<file path="config.mk">
export PLATFORM = sky130hd
export DESIGN_NAME = branch_resolve_unit_flat
export DESIGN_NICKNAME = d
export VERILOG_FILES = /design/src/rtl/branch_resolve_unit_pkg.sv /design/src/rtl/branch_resolve_unit_if.sv /design/src/rtl/branch_resolve_unit_target_calc.sv /design/src/rtl/branch_resolve_unit.sv /design/src/flat_wrapper.sv
export SDC_FILE = /design/constraint.sdc
export NUM_CORES = 1
export LEC_CHECK = 0
export ABC_AREA = 1
export CAP_MARGIN = 20
export CELL_PAD_IN_SITES_DETAIL_PLACEMENT = 1
export CELL_PAD_IN_SITES_GLOBAL_PLACEMENT = 2
export CORE_AREA = 3 3 326 328
export CTS_CLUSTER_DIAMETER = 60
export DETAILED_ROUTE_END_ITERATION = 6
export DIE_AREA = 0 0 329 331
export PLACE_DENSITY_LB_ADDON = 0.15
export SLEW_MARGIN = 20
export SYNTH_ARGS = -nofsm -noshare
export SYNTH_HDL_FRONTEND = slang
export SYNTH_SLANG_ARGS = --single-unit
</file>
<file path="constraint.sdc">
create_clock -name clk -period 5.4 [get_ports clk]
set_clock_uncertainty 0.15 [all_clocks]
set_input_delay 1.08 -clock clk [delete_from_list [all_inputs] [get_ports clk]]
set_output_delay 1.08 -clock clk [all_outputs]
set_load 0.02 [all_outputs]
</file>
<file path="src/rtl/branch_resolve_unit_pkg.sv">
// Shared types and constants for the branch resolve unit.
//   XLEN        : datapath / PC width
//   CNT_W       : perf counter width
//   INSTR_BYTES : instruction size; also the target alignment requirement
package branch_resolve_unit_pkg;

    localparam int unsigned XLEN        = 64;
    localparam int unsigned CNT_W       = 32;
    localparam int unsigned INSTR_BYTES = 4;
    localparam int unsigned ALIGN_W     = $clog2(INSTR_BYTES);

    typedef enum logic {BRU_IDLE, BRU_REDIRECT} bru_state_t;

    // Predictor update payload
    typedef struct packed {
        logic [XLEN-1:0] pc;
        logic            taken;
        logic [XLEN-1:0] target;
    } bp_update_t;

endpackage

</file>
<file path="src/rtl/branch_resolve_unit_if.sv">
// Execute/fetch-facing bundle of the branch resolve unit.
//   ex_*/pc/imm/rs1/is_*/branch_taken/pred_*/trap_flush : instr from execute
//   redirect_*                                           : redirect handshake to fetch
//   flush/misalign*/upd_*/ *_cnt                          : pulses, predictor update, counters
// master = environment driving instructions, slave = the unit.
interface branch_resolve_unit_if;
    import branch_resolve_unit_pkg::*;

    logic            ex_valid_i;
    logic            ex_ready_o;
    logic [XLEN-1:0] pc_i;
    logic [XLEN-1:0] imm_i;
    logic [XLEN-1:0] rs1_i;
    logic            is_b_type_i;
    logic            is_jal_i;
    logic            is_jalr_i;
    logic            branch_taken_i;
    logic            pred_taken_i;
    logic [XLEN-1:0] pred_target_i;
    logic            trap_flush_i;
    logic            redirect_valid_o;
    logic            redirect_ready_i;
    logic [XLEN-1:0] redirect_pc_o;
    logic            flush_o;
    logic            misalign_o;
    logic [XLEN-1:0] misalign_addr_o;
    logic            upd_valid_o;
    logic [XLEN-1:0] upd_pc_o;
    logic            upd_taken_o;
    logic [XLEN-1:0] upd_target_o;
    logic [CNT_W-1:0] branch_cnt_o;
    logic [CNT_W-1:0] mispred_cnt_o;

    modport master (
        output ex_valid_i, pc_i, imm_i, rs1_i, is_b_type_i, is_jal_i, is_jalr_i,
               branch_taken_i, pred_taken_i, pred_target_i, trap_flush_i, redirect_ready_i,
        input  ex_ready_o, redirect_valid_o, redirect_pc_o, flush_o, misalign_o,
               misalign_addr_o, upd_valid_o, upd_pc_o, upd_taken_o, upd_target_o,
               branch_cnt_o, mispred_cnt_o
    );

    modport slave (
        input  ex_valid_i, pc_i, imm_i, rs1_i, is_b_type_i, is_jal_i, is_jalr_i,
               branch_taken_i, pred_taken_i, pred_target_i, trap_flush_i, redirect_ready_i,
        output ex_ready_o, redirect_valid_o, redirect_pc_o, flush_o, misalign_o,
               misalign_addr_o, upd_valid_o, upd_pc_o, upd_taken_o, upd_target_o,
               branch_cnt_o, mispred_cnt_o
    );

endinterface

</file>
<file path="src/rtl/branch_resolve_unit_target_calc.sv">
// bru_target_calc: combinational resolution of one control-flow instr.
//   in : pc, imm, rs1, instr class flags, comparator result, fetch prediction
//   out: ctrl_c, taken_c, target_c (taken target), actual_c (real next PC),
//        mispred_c (actual != predicted next PC), misalign_c (taken target unaligned)
module bru_target_calc
    import branch_resolve_unit_pkg::*;
(
    input  logic [XLEN-1:0] pc,
    input  logic [XLEN-1:0] imm,
    input  logic [XLEN-1:0] rs1,
    input  logic            is_b_type,
    input  logic            is_jal,
    input  logic            is_jalr,
    input  logic            branch_taken,
    input  logic            pred_taken,
    input  logic [XLEN-1:0] pred_target,
    output logic            ctrl_c,
    output logic            taken_c,
    output logic [XLEN-1:0] target_c,
    output logic [XLEN-1:0] actual_c,
    output logic            mispred_c,
    output logic            misalign_c
);
    logic [XLEN-1:0] seq_c;
    logic [XLEN-1:0] predicted_c;

    assign ctrl_c  = is_b_type | is_jal | is_jalr;
    assign taken_c = branch_taken | is_jal | is_jalr;
    assign seq_c   = pc + XLEN'(INSTR_BYTES);

    // JALR clears bit 0 of the computed address; all sums wrap at XLEN
    assign target_c = is_jalr ? ((rs1 + imm) & ~XLEN'(1)) : (pc + imm);

    assign actual_c    = taken_c ? target_c : seq_c;
    assign predicted_c = pred_taken ? pred_target : seq_c;

    // Non-control instrs that fetch predicted taken also mispredict here
    assign mispred_c  = (actual_c != predicted_c);
    assign misalign_c = taken_c & (target_c[ALIGN_W-1:0] != '0);

endmodule

</file>
<file path="src/rtl/branch_resolve_unit.sv">
// branch_resolve_unit: resolves B-type/JAL/JALR in execute, redirects fetch on mispredict.
//   clk, reset : clock and synchronous active-high reset
//   bru        : slave side of branch_resolve_unit_if (execute input, redirect handshake,
//                flush/misalign pulses, predictor update, perf counters)
module branch_resolve_unit
    import branch_resolve_unit_pkg::*;
(
    input  logic                  clk,
    input  logic                  reset,
    branch_resolve_unit_if.slave  bru
);
    localparam logic [0:0] ST_IDLE     = 1'(BRU_IDLE);
    localparam logic [0:0] ST_REDIRECT = 1'(BRU_REDIRECT);

    logic [0:0]       state_q, state_d;
    logic [XLEN-1:0]  redirect_pc_q, redirect_pc_d;
    logic             flush_q, flush_d;
    logic             misalign_q, misalign_d;
    logic [XLEN-1:0]  misalign_addr_q, misalign_addr_d;
    logic             upd_valid_q, upd_valid_d;
    bp_update_t       upd_q, upd_d;
    logic [CNT_W-1:0] branch_cnt_q, branch_cnt_d;
    logic [CNT_W-1:0] mispred_cnt_q, mispred_cnt_d;

    logic             ctrl_c, taken_c, mispred_c, misalign_c, accept_c;
    logic [XLEN-1:0]  target_c, actual_c;

    bru_target_calc u_target_calc (
        .pc           (bru.pc_i),
        .imm          (bru.imm_i),
        .rs1          (bru.rs1_i),
        .is_b_type    (bru.is_b_type_i),
        .is_jal       (bru.is_jal_i),
        .is_jalr      (bru.is_jalr_i),
        .branch_taken (bru.branch_taken_i),
        .pred_taken   (bru.pred_taken_i),
        .pred_target  (bru.pred_target_i),
        .ctrl_c       (ctrl_c),
        .taken_c      (taken_c),
        .target_c     (target_c),
        .actual_c     (actual_c),
        .mispred_c    (mispred_c),
        .misalign_c   (misalign_c)
    );

    // A trap flush in the same cycle kills the incoming instr entirely
    assign accept_c = bru.ex_valid_i & (state_q == ST_IDLE) & ~bru.trap_flush_i;

    // Next-state, pulse and counter logic
    always_comb begin
        state_d         = state_q;
        redirect_pc_d   = redirect_pc_q;
        flush_d         = 1'b0;
        misalign_d      = 1'b0;
        misalign_addr_d = misalign_addr_q;
        upd_valid_d     = 1'b0;
        upd_d           = upd_q;
        branch_cnt_d    = branch_cnt_q;
        mispred_cnt_d   = mispred_cnt_q;

        case (state_q)
            ST_IDLE: begin
                if (accept_c && mispred_c && !misalign_c) begin
                    state_d       = ST_REDIRECT;
                    redirect_pc_d = actual_c;
                    flush_d       = 1'b1;
                    mispred_cnt_d = mispred_cnt_q + CNT_W'(1);
                end
            end
            ST_REDIRECT: begin
                if (bru.redirect_ready_i) begin
                    state_d = ST_IDLE;
                end
            end
            default: state_d = ST_IDLE;
        endcase

        if (accept_c && misalign_c) begin
            misalign_d      = 1'b1;
            misalign_addr_d = target_c;
        end

        if (accept_c && ctrl_c) begin
            upd_valid_d  = 1'b1;
            upd_d.pc     = bru.pc_i;
            upd_d.taken  = taken_c;
            upd_d.target = target_c;
            branch_cnt_d = branch_cnt_q + CNT_W'(1);
        end

        // Trap flush drops any pending or just-started redirect
        if (bru.trap_flush_i) begin
            state_d = ST_IDLE;
            flush_d = 1'b0;
        end
    end

    // State and output registers
    always_ff @(posedge clk) begin
        if (reset) begin
            state_q         <= ST_IDLE;
            redirect_pc_q   <= '0;
            flush_q         <= 1'b0;
            misalign_q      <= 1'b0;
            misalign_addr_q <= '0;
            upd_valid_q     <= 1'b0;
            upd_q           <= '0;
            branch_cnt_q    <= '0;
            mispred_cnt_q   <= '0;
        end else begin
            state_q         <= state_d;
            redirect_pc_q   <= redirect_pc_d;
            flush_q         <= flush_d;
            misalign_q      <= misalign_d;
            misalign_addr_q <= misalign_addr_d;
            upd_valid_q     <= upd_valid_d;
            upd_q           <= upd_d;
            branch_cnt_q    <= branch_cnt_d;
            mispred_cnt_q   <= mispred_cnt_d;
        end
    end

    assign bru.ex_ready_o       = (state_q == ST_IDLE);
    assign bru.redirect_valid_o = (state_q == ST_REDIRECT);
    assign bru.redirect_pc_o    = redirect_pc_q;
    assign bru.flush_o          = flush_q;
    assign bru.misalign_o       = misalign_q;
    assign bru.misalign_addr_o  = misalign_addr_q;
    assign bru.upd_valid_o      = upd_valid_q;
    assign bru.upd_pc_o         = upd_q.pc;
    assign bru.upd_taken_o      = upd_q.taken;
    assign bru.upd_target_o     = upd_q.target;
    assign bru.branch_cnt_o     = branch_cnt_q;
    assign bru.mispred_cnt_o    = mispred_cnt_q;

endmodule

</file>
<file path="src/flat_wrapper.sv">
// flat-port wrapper written by rule: the top's interface ports become plain ports
module branch_resolve_unit_flat import branch_resolve_unit_pkg::*;
  (clk, reset, bru_ex_valid_i, bru_pc_i, bru_imm_i, bru_rs1_i, bru_is_b_type_i, bru_is_jal_i, bru_is_jalr_i, bru_branch_taken_i, bru_pred_taken_i, bru_pred_target_i, bru_trap_flush_i, bru_redirect_ready_i, bru_ex_ready_o, bru_redirect_valid_o, bru_redirect_pc_o, bru_flush_o, bru_misalign_o, bru_misalign_addr_o, bru_upd_valid_o, bru_upd_pc_o, bru_upd_taken_o, bru_upd_target_o, bru_branch_cnt_o, bru_mispred_cnt_o);
  branch_resolve_unit_if bru_i ();
  input  logic clk;
  input  logic reset;
  input wire logic [$bits(bru_i.ex_valid_i)-1:0] bru_ex_valid_i;
  input wire logic [$bits(bru_i.pc_i)-1:0] bru_pc_i;
  input wire logic [$bits(bru_i.imm_i)-1:0] bru_imm_i;
  input wire logic [$bits(bru_i.rs1_i)-1:0] bru_rs1_i;
  input wire logic [$bits(bru_i.is_b_type_i)-1:0] bru_is_b_type_i;
  input wire logic [$bits(bru_i.is_jal_i)-1:0] bru_is_jal_i;
  input wire logic [$bits(bru_i.is_jalr_i)-1:0] bru_is_jalr_i;
  input wire logic [$bits(bru_i.branch_taken_i)-1:0] bru_branch_taken_i;
  input wire logic [$bits(bru_i.pred_taken_i)-1:0] bru_pred_taken_i;
  input wire logic [$bits(bru_i.pred_target_i)-1:0] bru_pred_target_i;
  input wire logic [$bits(bru_i.trap_flush_i)-1:0] bru_trap_flush_i;
  input wire logic [$bits(bru_i.redirect_ready_i)-1:0] bru_redirect_ready_i;
  output wire logic [$bits(bru_i.ex_ready_o)-1:0] bru_ex_ready_o;
  output wire logic [$bits(bru_i.redirect_valid_o)-1:0] bru_redirect_valid_o;
  output wire logic [$bits(bru_i.redirect_pc_o)-1:0] bru_redirect_pc_o;
  output wire logic [$bits(bru_i.flush_o)-1:0] bru_flush_o;
  output wire logic [$bits(bru_i.misalign_o)-1:0] bru_misalign_o;
  output wire logic [$bits(bru_i.misalign_addr_o)-1:0] bru_misalign_addr_o;
  output wire logic [$bits(bru_i.upd_valid_o)-1:0] bru_upd_valid_o;
  output wire logic [$bits(bru_i.upd_pc_o)-1:0] bru_upd_pc_o;
  output wire logic [$bits(bru_i.upd_taken_o)-1:0] bru_upd_taken_o;
  output wire logic [$bits(bru_i.upd_target_o)-1:0] bru_upd_target_o;
  output wire logic [$bits(bru_i.branch_cnt_o)-1:0] bru_branch_cnt_o;
  output wire logic [$bits(bru_i.mispred_cnt_o)-1:0] bru_mispred_cnt_o;
  assign bru_i.ex_valid_i = bru_ex_valid_i;
  assign bru_i.pc_i = bru_pc_i;
  assign bru_i.imm_i = bru_imm_i;
  assign bru_i.rs1_i = bru_rs1_i;
  assign bru_i.is_b_type_i = bru_is_b_type_i;
  assign bru_i.is_jal_i = bru_is_jal_i;
  assign bru_i.is_jalr_i = bru_is_jalr_i;
  assign bru_i.branch_taken_i = bru_branch_taken_i;
  assign bru_i.pred_taken_i = bru_pred_taken_i;
  assign bru_i.pred_target_i = bru_pred_target_i;
  assign bru_i.trap_flush_i = bru_trap_flush_i;
  assign bru_i.redirect_ready_i = bru_redirect_ready_i;
  assign bru_ex_ready_o = bru_i.ex_ready_o;
  assign bru_redirect_valid_o = bru_i.redirect_valid_o;
  assign bru_redirect_pc_o = bru_i.redirect_pc_o;
  assign bru_flush_o = bru_i.flush_o;
  assign bru_misalign_o = bru_i.misalign_o;
  assign bru_misalign_addr_o = bru_i.misalign_addr_o;
  assign bru_upd_valid_o = bru_i.upd_valid_o;
  assign bru_upd_pc_o = bru_i.upd_pc_o;
  assign bru_upd_taken_o = bru_i.upd_taken_o;
  assign bru_upd_target_o = bru_i.upd_target_o;
  assign bru_branch_cnt_o = bru_i.branch_cnt_o;
  assign bru_mispred_cnt_o = bru_i.mispred_cnt_o;
  branch_resolve_unit u_core (.clk(clk), .reset(reset), .bru(bru_i));
endmodule
</file>
Word-level counts from Yosys, hierarchy flattened
Cells that the tools add are included.
{ "word_totals": {"register_bits": 325, "input_bits": 266, "out_inout_bits": 326} }
{ "classes": {"add_sub_neg": 5, "eq_ne": 1, "muxes": 8, "bitwise": 9, "reduce_logical": 9} }
{ "op_table": {"columns": ["operator", "n"], "rows": [
  ["$mux W64", 3],
  ["$add A64 B64 Y64", 2],
  ["$add A32 B1 Y32 const B", 2],
  ["$add A64 B3 Y64 const B", 1],
  ["$ne A64 B64 Y1", 1],
  ["$logic_and A1 B1 Y1", 4],
  ["$mux W1", 4],
  ["$or A1 B1 Y1", 4],
  ["$and A1 B1 Y1", 3],
  ["$reduce_or A3 Y1", 1],
  ["$not A1 Y1", 2],
  ["$pmux W1 S2", 1],
  ["$reduce_and A2 Y1", 1],
  ["$reduce_bool A2 Y1", 1],
  ["$reduce_or A2 Y1", 1],
  ["$logic_not A1 Y1", 1]
]} }

Logic depth before layout (Yosys ltp)
{ "logic_depth": {"depth_word": 8, "mapped_depth": 31} }

Cells and area by module
A second synthesis with hierarchy kept.
{ "unflattened": {"hier_cells": 5400, "area_unflattened_um2": 29353.2} }
{ "by_module_without_submodules": {"columns": ["module", "n_inst", "cells_per_inst", "area_each_um2", "seq_area_each_um2"], "rows": [
  ["bru_target_calc", 1, 3700, 16917.5, 0.0],
  ["branch_resolve_unit", 1, 1700, 12435.7, 6506.2]
]} }

Least setup slack after synthesis
Ideal clock, no wire load.
{ "synth_timing": {"kind": "input to register", "from": "in bru_imm_i[0]", "to": "reg u_core.redirect_pc_q[13] (netlist: u_core.bru.redirect_pc_o[13])", "t_arrival_ns": 3.776, "required_ns": 5.135, "path_slack_ns": 1.359, "stages": 29, "n_path_buf": 2, "path_cell_list": "ha_1 > inv_1 > fa_1 > inv_1 > nand3_1 > nand2_1 > nand2_1 > nand2_1 > nand2_1 > nand2_1 > nand2_1 > nand2_1 > nand2_1 > nand2_1 > nand2_1 > nand2_1 > nand2_1 > nand3_1 > nand3_1 > nand2_1 > nand2_1 > nor2_1 > nand2_1 > nor2_1 > nand3_2 > buf_6 > buf_2 > a21oi_1 > nor2_1"} }
{ "synth_between": {"elab_chain_len": 7, "elab_cells_between_ends": 11, "cone_classes": "add/sub: 2; eq/ne: 1; mux: 2; bitwise: 1; reduce/logical: 5"} }
{ "synth_lines": {"columns": ["element", "line", "text"], "rows": [
  ["start, declared", "flat_wrapper.sv:9", "input wire logic [$bits(bru_i.imm_i)-1:0] bru_imm_i;"],
  ["$add A64 B64 Y64", "branch_resolve_unit_target_calc.sv:32", "assign target_c = is_jalr ? ((rs1 + imm) & ~XLEN'(1)) : (pc + imm);"],
  ["$mux W64 (*)", "branch_resolve_unit_target_calc.sv:32", null],
  ["$mux W64 / $reduce_bool A2 Y1 (equally long branches)", "branch_resolve_unit_target_calc.sv:34, branch_resolve_unit_target_calc.sv:39", null],
  ["$ne A64 B64 Y1 / $and A1 B1 Y1 (equally long branches)", "branch_resolve_unit_target_calc.sv:38, branch_resolve_unit_target_calc.sv:39", null],
  ["$logic_and A1 B1 Y1 / $logic_not A1 Y1 (equally long branches)", "branch_resolve_unit.sv:63", "if (accept_c && mispred_c && !misalign_c) begin"],
  ["$logic_and A1 B1 Y1", "branch_resolve_unit.sv:63", null],
  ["$reduce_and A2 Y1 (no source line)", null, null],
  ["end signal, assigned", "branch_resolve_unit.sv:112", "redirect_pc_q <= redirect_pc_d;"],
  ["end, declared", "branch_resolve_unit.sv:16", "logic [XLEN-1:0] redirect_pc_q, redirect_pc_d;"]
]} }
Mark *: on every way between the ends. The rest lies on a longest branch, timed or not.
A chain may end at the register's enable or synchronous reset.

Worst setup path in the final report
{ "layout_timing": {"from": "in bru_imm_i[0]", "to": "reg u_core.mispred_cnt_q[0] (netlist: u_core.bru.mispred_cnt_o[0])"} }
{ "layout_between": {"elab_chain_len": 7, "elab_cells_between_ends": 11, "cone_classes": "add/sub: 2; eq/ne: 1; mux: 2; bitwise: 1; reduce/logical: 5"} }
{ "layout_lines": {"columns": ["element", "line", "text"], "rows": [
  ["$add A64 B64 Y64", "branch_resolve_unit_target_calc.sv:32", null],
  ["$mux W64 (*)", "branch_resolve_unit_target_calc.sv:32", null],
  ["$mux W64 / $reduce_bool A2 Y1 (equally long branches)", "branch_resolve_unit_target_calc.sv:34, branch_resolve_unit_target_calc.sv:39", null],
  ["$ne A64 B64 Y1 / $and A1 B1 Y1 (equally long branches)", "branch_resolve_unit_target_calc.sv:38, branch_resolve_unit_target_calc.sv:39", null],
  ["$logic_and A1 B1 Y1 / $logic_not A1 Y1 (equally long branches)", "branch_resolve_unit.sv:63", null],
  ["$logic_and A1 B1 Y1 (*)", "branch_resolve_unit.sv:63", null],
  ["$reduce_and A2 Y1 (no source line) (*)", null, null],
  ["end signal, assigned", "branch_resolve_unit.sv:119", "mispred_cnt_q <= mispred_cnt_d;"],
  ["end, declared", "branch_resolve_unit.sv:23", "logic [CNT_W-1:0] mispred_cnt_q, mispred_cnt_d;"]
]} }
Marks and branches as above.

==> results.tsv <==
metric	value	unit
status	complete, no violations	
r2r_cells	20	
drt-initial-drc-count	2737	
p_comb_frac	0.438	
die-area	0.109	mm^2
syn_inst	5489	
dp.cells	8066	
core	0.103	mm^2
path_common_cell	nand2_1	
max_slew_margin	0.338	
clkSlewWorstSetupHoldPaths	0.06	ns
insertion_delay	0.58	ns
die_w	329	um
wirelength	181	mm
synth-edff-count	0	
yosysSeqAreaShare	0.217	
wire_per_inst	22.3	um
synth_ff_type	dfxtp_1	
layout_common_cells	nand2_1, inv_1, buf_4, clkdlybuf4s50_1, nor2_1	
worstSetupStartpointType	primary input	
p_leak	23.2	nW
path_buf_inv	4	
synth-xor-area-share	0.0309	
cpMaxStageDelayCell	clkdlybuf4s50_1	
slowest_delay	0.50	ns
final_common_cell	nand2_1	
p_per_area	213	mW/mm^2
syn_area	0.0300	mm^2
cts.sinks	325	
clock_power_share	0.284	
crit_type	in2reg	
slew_violations	0	
cp-end-kind	flop	
fmax	195	MHz
post_dp_cell_area	0.0432	mm^2
antenna_found_initial	7	
grt_overflow	0	
synth-simple-area-share	0.426	
crit_fanout	17	
drive_above_1_share	0.132	
startpoint	bru_imm_i[0]	
ys_async_sr_fraction	0	
holdWs	0.319	ns
syn_to_final_growth	48.2	%
final_cell_count_no_fill	8144	
ys_ff_latch	325	
regToRegSetupSlack	1.78	ns
place_congestion	0.984	
h-tree-depth	2	
finalNetCount	7125	
grt_max_degree	194	
yosysUniqueCellTypes	44	
final.min_clock_period	5.14	ns
synth_top_family_by_area	simple AND/OR/NAND/NOR gates	
std_cell_rows	118	
crit_chain	clkdlybuf4s50_1 -> nand2_1 -> fa_1 -> inv_1 -> nand3_1 -> nand2_1 -> nand2_1 -> nand2_1 -> nand2_1 -> nand2_1 -> o21ai_0 -> o21ai_2 -> nand2_1 -> o211ai_1 -> nand2_1 -> nor2_1 -> nand4_1 -> nor2_2 -> nand3_4 -> buf_12 -> nand2_4 -> buf_12 -> nand2_1 -> a21oi_1	
worstPathRequired	5.75	ns
postLayoutCellArea	0.0445	mm^2
ys_warn_count	0	
numCtsBuffers	41	
dr_total_vias	39700	
cts_tree	yes	
switchingPower	3.74	mW
r2r-start	u_core.bru.redirect_valid_o$_SDFF_PP0_	
totalPowerFinal	9.50	mW
p_seq_frac	0.278	
switching_share	0.394	
rsz0062_at_grt	false	
ant_nets	0	
synthMuxAreaShare	0	
worstMarginPinSlew	0.993	ns
ir_drop	0.000200	V
worstSetupEndpoint	u_core.bru.mispred_cnt_o[0]$_SDFFE_PP0P_	
p_int	5.76	mW
clk_path_buf_depth	3	
synth_fp_nets	5885	
synth_compound_area_frac	0.130	
initial_core_util	0.290	
drc	0	
grt_pass1_vias	39500	
synthesis.area_per_instance	5.47	um^2
worst-path-stages	24	
synth_adder_area_share	0.0546	
cp_data_arrival_time	5.49	ns
fp.dieH	331	um
final_core_util	0.430	
timing.rr.end	u_core.bru.branch_cnt_o[20]$_SDFFE_PP0P_	
hold_violations	0	
critPathTopFamily	simple AND/OR/NAND/NOR gates	
fin_crit_sh	0.952	
drv_cap	0	
grt_pass1_wl	260	mm
io_buffers	591	
setup_viol	0	
post-dp-hpwl	155	mm
cts_root_buffer	clkbuf_16	
first_pass_iters	6	
hp-class	reg2reg	
grt_use_total	0.322	
ioPinCount	592	
vias_per_cell	4.87	
post_cts_buffers	0	
[logic make-up (layout without fill, tap and decap cells)]
group,Yosys count,in the layout
simple gates,3083,3083
xor+xnor,106,106
fa+ha+maj,130,130
other cells,0,8
flops,325,325
buf+inv,1112,2379
compound gates,733,733
[layer usage]
layer  wire length [um]  track usage
met1              80300        0.420
met2              83600        0.545
met3               9920       0.0384
met4               7410        0.116
met5                  0            0
[worst min path at each step]
stage                                                  start  depth (start not counted)  slack [ns]                                       end
finish              u_core.bru.redirect_pc_o[0]$_SDFFE_PP0P_                          2        0.32  u_core.bru.redirect_pc_o[0]$_SDFFE_PP0P_
global route        u_core.bru.redirect_pc_o[0]$_SDFFE_PP0P_                          2        0.35  u_core.bru.redirect_pc_o[0]$_SDFFE_PP0P_
CTS                 u_core.bru.redirect_pc_o[0]$_SDFFE_PP0P_                          2        0.32  u_core.bru.redirect_pc_o[0]$_SDFFE_PP0P_
detailed placement  u_core.bru.redirect_pc_o[0]$_SDFFE_PP0P_                          2        0.31  u_core.bru.redirect_pc_o[0]$_SDFFE_PP0P_
global placement    u_core.bru.redirect_pc_o[0]$_SDFFE_PP0P_                          2        0.30  u_core.bru.redirect_pc_o[0]$_SDFFE_PP0P_
floorplan           u_core.bru.redirect_pc_o[0]$_SDFFE_PP0P_                          2        0.39  u_core.bru.redirect_pc_o[0]$_SDFFE_PP0P_
[worst reg2reg max path: stages (launching register included)]
cell     delay (ns)
dfxtp_1        0.31
inv_1          0.08
nand3_1        0.20
inv_1          0.16
nand2_2        0.23
nor3_1         0.42
nand2_1        0.09
nor2_1         0.17
nand2_1        0.14
nor2_1         0.15
inv_1          0.09
nor3_1         0.15
nand3_1        0.11
nor2_1         0.10
nand2_1        0.09
nor4_1         0.32
nand2_1        0.09
nor2_1         0.14
nand2_1        0.09
o21ai_0        0.15
a21oi_1        0.06
[cells in the mapped netlist (58+ instances only)]
library cell | n | share of area
o21ai_0 | 318 | 0.053
nand2_1 | 1823 | 0.23
dfxtp_1 | 325 | 0.22
nor3_1 | 92 | 0.015
nand4_1 | 58 | 0.012
xor2_1 | 92 | 0.027
nor2_1 | 564 | 0.070
nand3_1 | 433 | 0.072
o21bai_1 | 68 | 0.017
a21oi_1 | 309 | 0.051
inv_1 | 946 | 0.12
ha_1 | 128 | 0.053
clkbuf_1 | 112 | 0.014
[flip-flops by register name, summed over array words and instances (netlist names)]
| register | cells |
|---|---|
| u_core.bru.mispred_cnt_o | 32 |
| u_core.bru.branch_cnt_o | 32 |
| u_core.bru.upd_pc_o | 64 |
| u_core.bru.redirect_valid_o | 1 |
| u_core.bru.upd_valid_o | 1 |
| u_core.bru.misalign_o | 1 |
| u_core.bru.misalign_addr_o | 64 |
| u_core.bru.upd_taken_o | 1 |
| u_core.bru.redirect_pc_o | 64 |
| u_core.bru.upd_target_o | 64 |
| u_core.bru.flush_o | 1 |
[power by group through the flow]
stage          combinational, mW  clock, mW  sequential [mW]
2_1_floorplan               1.64          0             2.84
6_report                    4.16       2.70             2.64
3_3_place_gp                4.09          0             2.68
4_1_cts                     4.16       2.74             2.64
5_1_grt                     4.51       2.85             2.65
3_5_place_dp                4.14          0             2.69
[layout make-up]
cell class                 count  area [um^2]
antenna                        8         20.0
clock buffer                  55         1130
clock inverter                15          146
fill                       14000        59000
inverter                     951         3580
multi-input combinational   4052        19300
sequential                   325         6510
tap                         1380         1730
timing repair buffer        1358        12100
[per-stage QoR]
stage               TNS (ns)  setup slack [ns]
floorplan                  0              1.36
global placement      -50.15            -0.564
detailed placement    -60.30            -0.669
CTS                        0             0.115
global route               0            0.0289
finish                     0             0.262
[what timing repair did]
item,4_1_cts,5_1_grt
endpoints found under the setup margin,56,92
endpoints found under the hold margin,0,0
gates resized for setup,1,7
pin swaps,0,0
gates cloned,0,0
hold buffers,0,0
No activity file was read; power rests on OpenSTA's default activity.
